## config.mk

```make
export PLATFORM = sky130hd
export DESIGN_NAME = pipeline_stall_ctrl
export DESIGN_NICKNAME = d
export VERILOG_FILES = /design/src/rtl/pipeline_ctrl_pkg.sv /design/src/rtl/load_use_detect.sv /design/src/rtl/pipeline_stall_ctrl.sv
export SDC_FILE = /design/constraint.sdc
export NUM_CORES = 1
export LEC_CHECK = 0
export CAP_MARGIN = 10
export CORE_UTILIZATION = 58
export CTS_BUF_LIST = sky130_fd_sc_hd__clkbuf_4 sky130_fd_sc_hd__clkbuf_8
export DETAILED_ROUTE_END_ITERATION = 16
export DONT_BUFFER_PORTS = 1
export PLACE_DENSITY_LB_ADDON = 0.25
export SYNTH_ARGS = -nofsm -noshare
export SYNTH_HDL_FRONTEND = slang
export SYNTH_SLANG_ARGS = --single-unit
```

## constraint.sdc

```tcl
create_clock -name clk_i -period 2.45 [get_ports clk_i]
set_input_delay 0.735 -clock clk_i [delete_from_list [all_inputs] [get_ports clk_i]]
set_output_delay 0.735 -clock clk_i [all_outputs]
set_load 0.005 [all_outputs]
```

## src/rtl/pipeline_ctrl_pkg.sv

```systemverilog
// Shared types and constants for the pipeline stall/bubble controller
// and the hazard logic that the forwarding unit will reuse.
package pipeline_ctrl_pkg;

  typedef enum logic [1:0] {
    RUN      = 2'd0,
    MEM_WAIT = 2'd1,
    SELF_SEQ = 2'd2,
    HALT     = 2'd3
  } ctrl_state_e;

  localparam logic [3:0]  REG_PC    = 4'd15;
  localparam logic [15:0] NOP_INSTR = 16'b1111;

endpackage

```

## src/rtl/load_use_detect.sv

```systemverilog
// Combinational load-use hazard comparator: a load in execute whose
// destination is read by the instruction in decode.
module load_use_detect
  import pipeline_ctrl_pkg::*;
(
  input  logic       ex_mem2reg,
  input  logic       ex_wr_en,
  input  logic       instr_valid,
  input  logic [3:0] ex_wr_sel,
  input  logic [3:0] rd0_sel,
  input  logic [3:0] rd1_sel,
  output logic       lu
);

  logic src_match;

  // The PC is always current in decode, so it can never be a stale source.
  assign src_match = (ex_wr_sel != REG_PC) &&
                     ((ex_wr_sel == rd0_sel) || (ex_wr_sel == rd1_sel));

  assign lu = ex_mem2reg & ex_wr_en & instr_valid & src_match;

endmodule

```

## src/rtl/pipeline_stall_ctrl.sv

```systemverilog
// Central stall/bubble scheduler: sequences memory waits, micro-op
// sequences, load-use bubbles and program end for the 16-bit pipeline.
module pipeline_stall_ctrl
  import pipeline_ctrl_pkg::*;
#(
  parameter int MEM_TIMEOUT    = 15,
  parameter int MAX_SELF_STEPS = 8
) (
  input  logic       clk_i,
  input  logic       rst_i,
  input  logic       instr_valid_i,
  input  logic       dec_mem_load_i,
  input  logic       dec_mem_write_i,
  input  logic       dec_self_instr_i,
  input  logic       dec_end_program_i,
  input  logic [3:0] dec_rd0_sel_i,
  input  logic [3:0] dec_rd1_sel_i,
  input  logic [3:0] ex_wr_sel_i,
  input  logic       ex_wr_en_i,
  input  logic       ex_mem2reg_i,
  input  logic       mem_ready_i,
  output logic       fetch_stall_o,
  output logic       decode_stall_o,
  output logic       ex_bubble_o,
  output logic       halted_o,
  output logic       error_o,
  output logic [1:0] state_o
);

  localparam logic [7:0] WAIT_LIMIT = 8'(MEM_TIMEOUT - 1);
  localparam logic [3:0] STEP_LIMIT = 4'(MAX_SELF_STEPS);

  ctrl_state_e state, state_n;
  logic [7:0]  wait_cnt, wait_n;
  logic [3:0]  step_cnt, step_n;
  logic        ret_self, ret_n;
  logic        halted, halted_n;
  logic        error, error_n;
  logic        lu_raw, lu, issue, active;

  load_use_detect u_lu (
    .ex_mem2reg  (ex_mem2reg_i),
    .ex_wr_en    (ex_wr_en_i),
    .instr_valid (instr_valid_i),
    .ex_wr_sel   (ex_wr_sel_i),
    .rd0_sel     (dec_rd0_sel_i),
    .rd1_sel     (dec_rd1_sel_i),
    .lu          (lu_raw)
  );

  // Mealy terms are suppressed while reset is held low.
  assign active = (state == RUN) || (state == SELF_SEQ);
  assign lu     = lu_raw & active & rst_i;
  assign issue  = active & instr_valid_i & !lu & (dec_mem_load_i | dec_mem_write_i);

  always_comb begin
    state_n  = state;
    wait_n   = wait_cnt;
    step_n   = step_cnt;
    ret_n    = ret_self;
    halted_n = halted;
    error_n  = error;
    if (dec_end_program_i && instr_valid_i && state != HALT) begin
      state_n  = HALT;
      halted_n = 1'b1;
    end else if (issue) begin
      state_n = MEM_WAIT;
      ret_n   = (state == SELF_SEQ) | dec_self_instr_i;
      wait_n  = 8'd0;
    end else begin
      unique case (state)
        RUN: begin
          if (dec_self_instr_i && !lu) begin
            state_n = SELF_SEQ;
            step_n  = 4'd1;
          end
        end
        SELF_SEQ: begin
          if (!dec_self_instr_i) begin
            state_n = RUN;
            step_n  = 4'd0;
          end else if (step_cnt == STEP_LIMIT) begin
            state_n = RUN;
            error_n = 1'b1;
            step_n  = 4'd0;
          end else if (step_cnt != 4'hF) begin
            step_n = step_cnt + 4'd1;
          end
        end
        MEM_WAIT: begin
          if (mem_ready_i) begin
            state_n = ret_self ? SELF_SEQ : RUN;
            ret_n   = 1'b0;
          end else if (wait_cnt == WAIT_LIMIT) begin
            state_n = RUN;
            error_n = 1'b1;
            ret_n   = 1'b0;
          end else if (wait_cnt != 8'hFF) begin
            wait_n = wait_cnt + 8'd1;
          end
        end
        HALT: ;
        default: state_n = RUN;
      endcase
    end
  end

  always_comb begin
    fetch_stall_o  = 1'b0;
    decode_stall_o = 1'b0;
    ex_bubble_o    = 1'b0;
    if (rst_i) begin
      unique case (state)
        RUN: begin
          fetch_stall_o  = lu | dec_self_instr_i;
          decode_stall_o = lu;
          ex_bubble_o    = lu;
        end
        MEM_WAIT: begin
          fetch_stall_o  = 1'b1;
          decode_stall_o = 1'b1;
        end
        SELF_SEQ: begin
          fetch_stall_o  = 1'b1;
          decode_stall_o = lu;
          ex_bubble_o    = lu;
        end
        HALT: begin
          fetch_stall_o  = 1'b1;
          decode_stall_o = 1'b1;
          ex_bubble_o    = 1'b1;
        end
        default: ;
      endcase
    end
  end

  always_ff @(posedge clk_i or negedge rst_i) begin
    if (!rst_i) begin
      state    <= RUN;
      wait_cnt <= 8'd0;
      step_cnt <= 4'd0;
      ret_self <= 1'b0;
      halted   <= 1'b0;
      error    <= 1'b0;
    end else begin
      state    <= state_n;
      wait_cnt <= wait_n;
      step_cnt <= step_n;
      ret_self <= ret_n;
      halted   <= halted_n;
      error    <= error_n;
    end
  end

  assign halted_o = halted;
  assign error_o  = error;
  assign state_o  = state;

endmodule

```

==> impl_results.md <==
- Outcome: finished with violations
- Failing checks: setup timing
- Asr flop ratio synth: 100.0%
- Post-Place Cell Area: 1212 um2
- Main synth FF type: dfrtp_1
- H-tree depth: 1
- Postcts setup bufs: 0
- Total Neg Setup Slack: -0.07737 ns
- Post-synthesis sequential area ratio: 36.72%
- Commonest cells after routing, fill and taps aside: 17 x dfrtp_1, 12 x nand2_1, 10 x nor2_1
- WS Path Type: input port to output port
- DR vias/cell: 6.272
- CTS max path bufs: 2
- Syn Std Cell Area: approximately 1200 um2
- Overall via count from detail_route: 1,016
- Gp weighted congestion: 0.9025
- HP Class: input port to async pin
- Post-DRT Antenna Nets: 0
- Vias in the first global route: 908
- # diodes: 0
- Actual slew at the worst max-slew pin: 0.6312 ns
- Max_cap viols: 0
- 1st-pass router iterations: 4
- WP data required: 1.71 ns
- EDFF count, synth: 0
- Die Span Y: roughly 47 um
- Post-Syn Nets: roughly 160
- CTS root buf: clkbuf_4
- Rel. slew slack: 57.73%
- Worst setup SP type: input port
- Worst IR Drop VDD: 0.5309 mV
- Slowest-stage cell, CP: a2111oi_4
- Mapped Avg Cell Area: 8.777 um2
- Worst-path cell chain: xnor2_4 > nand4_1 > a2111oi_4 > nor2_1 > nor2b_1
- Site Rows: 15
- CP Capture Type: output port
- Pwr Density: between 600 and 700 nW/um2
- Synthesis-stage register bit count: 17
- Worst reg2reg setup slack: approximately 0.35 ns
- Post-Synth Adder-Cell Area: about 4.3%
- Final WL: about 2400 um
- Filler cell count: 120
- Final Max Tran Viols: 0
- Fin nets: 164
- Buffers on Ports: 0
- Total power: approximately 0.9 mW
- Crit share post-route: 102.2%
- Hold_ws: 0.1199 ns
- Die X: 46.70 um
- XOR/XNOR Fraction of Synth Area: 9.827%
- GRT Util Overall: 23.40%
- Die Footprint: 2180 um2
- Post-Layout Inst Area: 1336 um2
- CTS sink count: 17
- Total CTS buffers: 3
- Synth cell types: 35
- RSZ-0062 raised after global routing: true
- Mux contribution to synthesized area: 1.836%
- Worst-path clk slew: 0.10 ns
- Leakage: 0.5263 nW
- DP Wirelength: 1745 um
- Largest family of logic cells by synthesized area: simple AND/OR/NAND/NOR gates
- Worst reg2reg startpoint: wait_cnt[0]$_DFFE_PN0P_
- Most common cell after layout, fill and taps aside: dfrtp_1
- Simple-gate share of the synthesized area: a little under a quarter
- Clock latency on the worst-skew pair: 0.29 ns
- CTS tree: yes
- # DRC: 0
- CTS Hold Buffers Added: 0
- Core box area: 1802 um2
- Setup violators final: 2
- Synthesis-to-layout area growth: 15.33%
- Critical path fanouts, max: 4
- Total gr overflow: 0
- R2r worst-path depth: 8
- Comb pwr share: 33.0%
- Boundary Pins: 29
- Sw Pwr: 0.3299 mW
- Mapped Cells: about 130
- First-pass GRT wire length: 3594 um
- Initial DRC count: 21
- Average wire per standard cell: 14.86 um
- Int Pwr: about 0.57 mW
- Initial Util: around 64%
- Tmin final: ~2.5 ns
- FMAX: ~400 MHz
- Initial antenna violation count: 0
- Yosys synthesis warning count: 0
- R2r endpoint: wait_cnt[7]$_DFFE_PN0P_
- PnR worst setup slack: -0.05273 ns
- Worst Skew: 0.002355 ns
- Largest net degree at the start of global routing: 22
- Crit-path max cell delay: 0.48 ns
- Synth Area in Compound Gates: 19.87%
- Flop pwr share: 48.9%
- Data arrival time at the worst-slack endpoint: 1.77 ns
- Clock network power share: 18.1%
- Layout cells sized above 1: 16.06%
- Net Sw Frac: ~37%
- Final Hold Viols: 0
## sequential cells by signal, indices dropped and copies added (netlist names)
signal / count
halted_o: 1
step_cnt: 4
ret_self: 1
error_o: 1
state_o: 2
wait_cnt: 8
## worst max path at each step
stage	startpoint	endpoint	slack (ns)	cells after the start
global placement	ex_wr_sel_i[2]	step_cnt[3]$_DFFE_PN0P_	-0.11	7
detailed placement	ex_wr_sel_i[3]	step_cnt[0]$_DFFE_PN0P_	-0.09	7
floorplan	ex_wr_sel_i[2]	decode_stall_o	-0.01	5
global route	ex_wr_sel_i[2]	decode_stall_o	-0.15	5
CTS	dec_rd0_sel_i[2]	decode_stall_o	-0.07	5
finish	ex_wr_sel_i[2]	decode_stall_o	-0.05	5
## synth_stat cells (3+ instances only)
library cell,instances,share of area (%)
nor2b_1,4,2.2
nand2_1,12,3.9
clkbuf_1,4,1.3
nand2b_1,3,1.6
inv_1,7,2.3
o21ai_0,8,3.5
dfrtp_1,17,37
ha_1,4,4.3
nand3_1,4,1.7
nor2_1,10,3.2
o41ai_1,4,3.0
o22ai_1,3,1.6
nor3_1,6,2.6
xnor2_1,12,9.1
nand4_1,6,3.2
a21oi_1,5,2.2
## per-stage QoR
stage          utilization, %  setup slack (ns)  instances
2_1_floorplan               -          -0.01191        132
3_3_place_gp            67.29           -0.1098        158
3_5_place_dp            67.29          -0.09265        158
4_1_cts                 70.63          -0.06799        162
5_1_grt                 74.17           -0.1475        162
6_report                74.17          -0.05273        162
## worst max-delay path, delay by kind of cell
kind,cells,cell delay [ns]
XOR/XNOR,1,0.12
AO/OA/AOI/OAI,1,0.48
AND/OR/NAND/NOR,3,0.43
## final cells by class
class | instances | area, um2 | share of cell area, %
multi-input combinational | 104 | 785.8 | 58.80
sequential | 17 | 425.4 | 31.84
timing repair buffer | 5 | 37.54 | 2.809
tap | 25 | 31.28 | 2.341
clock buffer | 4 | 30.03 | 2.247
inverter | 7 | 26.28 | 1.966
## cells by family (layout without fill, tap and decap cells)
| family | after synthesis | count (layout) |
|---|---|---|
| and+or+nand+nor | 54 | 54 |
| AOI/OAI and AO/OA | 31 | 31 |
| DFF | 17 | 17 |
| xor gates and xnor gates | 13 | 13 |
| buffers and inverters | 11 | 16 |
| adders and majority gates | 4 | 4 |
| muxes | 2 | 2 |
## power groups by stage
stage	clock (mW)	sequential (mW)	combinational (mW)
after global placement	0	0.443	0.269
final	0.164	0.441	0.298
after CTS	0.167	0.439	0.288
after global routing	0.176	0.455	0.342
after floorplan	0	0.407	0.256
after detailed placement	0	0.444	0.283
## layer usage
metal,GRT usage [%],vias up,wire [um]
met3,3.529,5,167
met4,8.571,0,36
li1,-,488,-
met1,27.09,485,1021
met2,42.78,38,1182
met5,0,-,0
## repair_timing
item,4_1_cts,5_1_grt
endpoints found under the setup margin,3,3
pin swaps,4,4
gates cloned,0,0
resized for setup,4,7
Power figures use the tool's default switching activity.
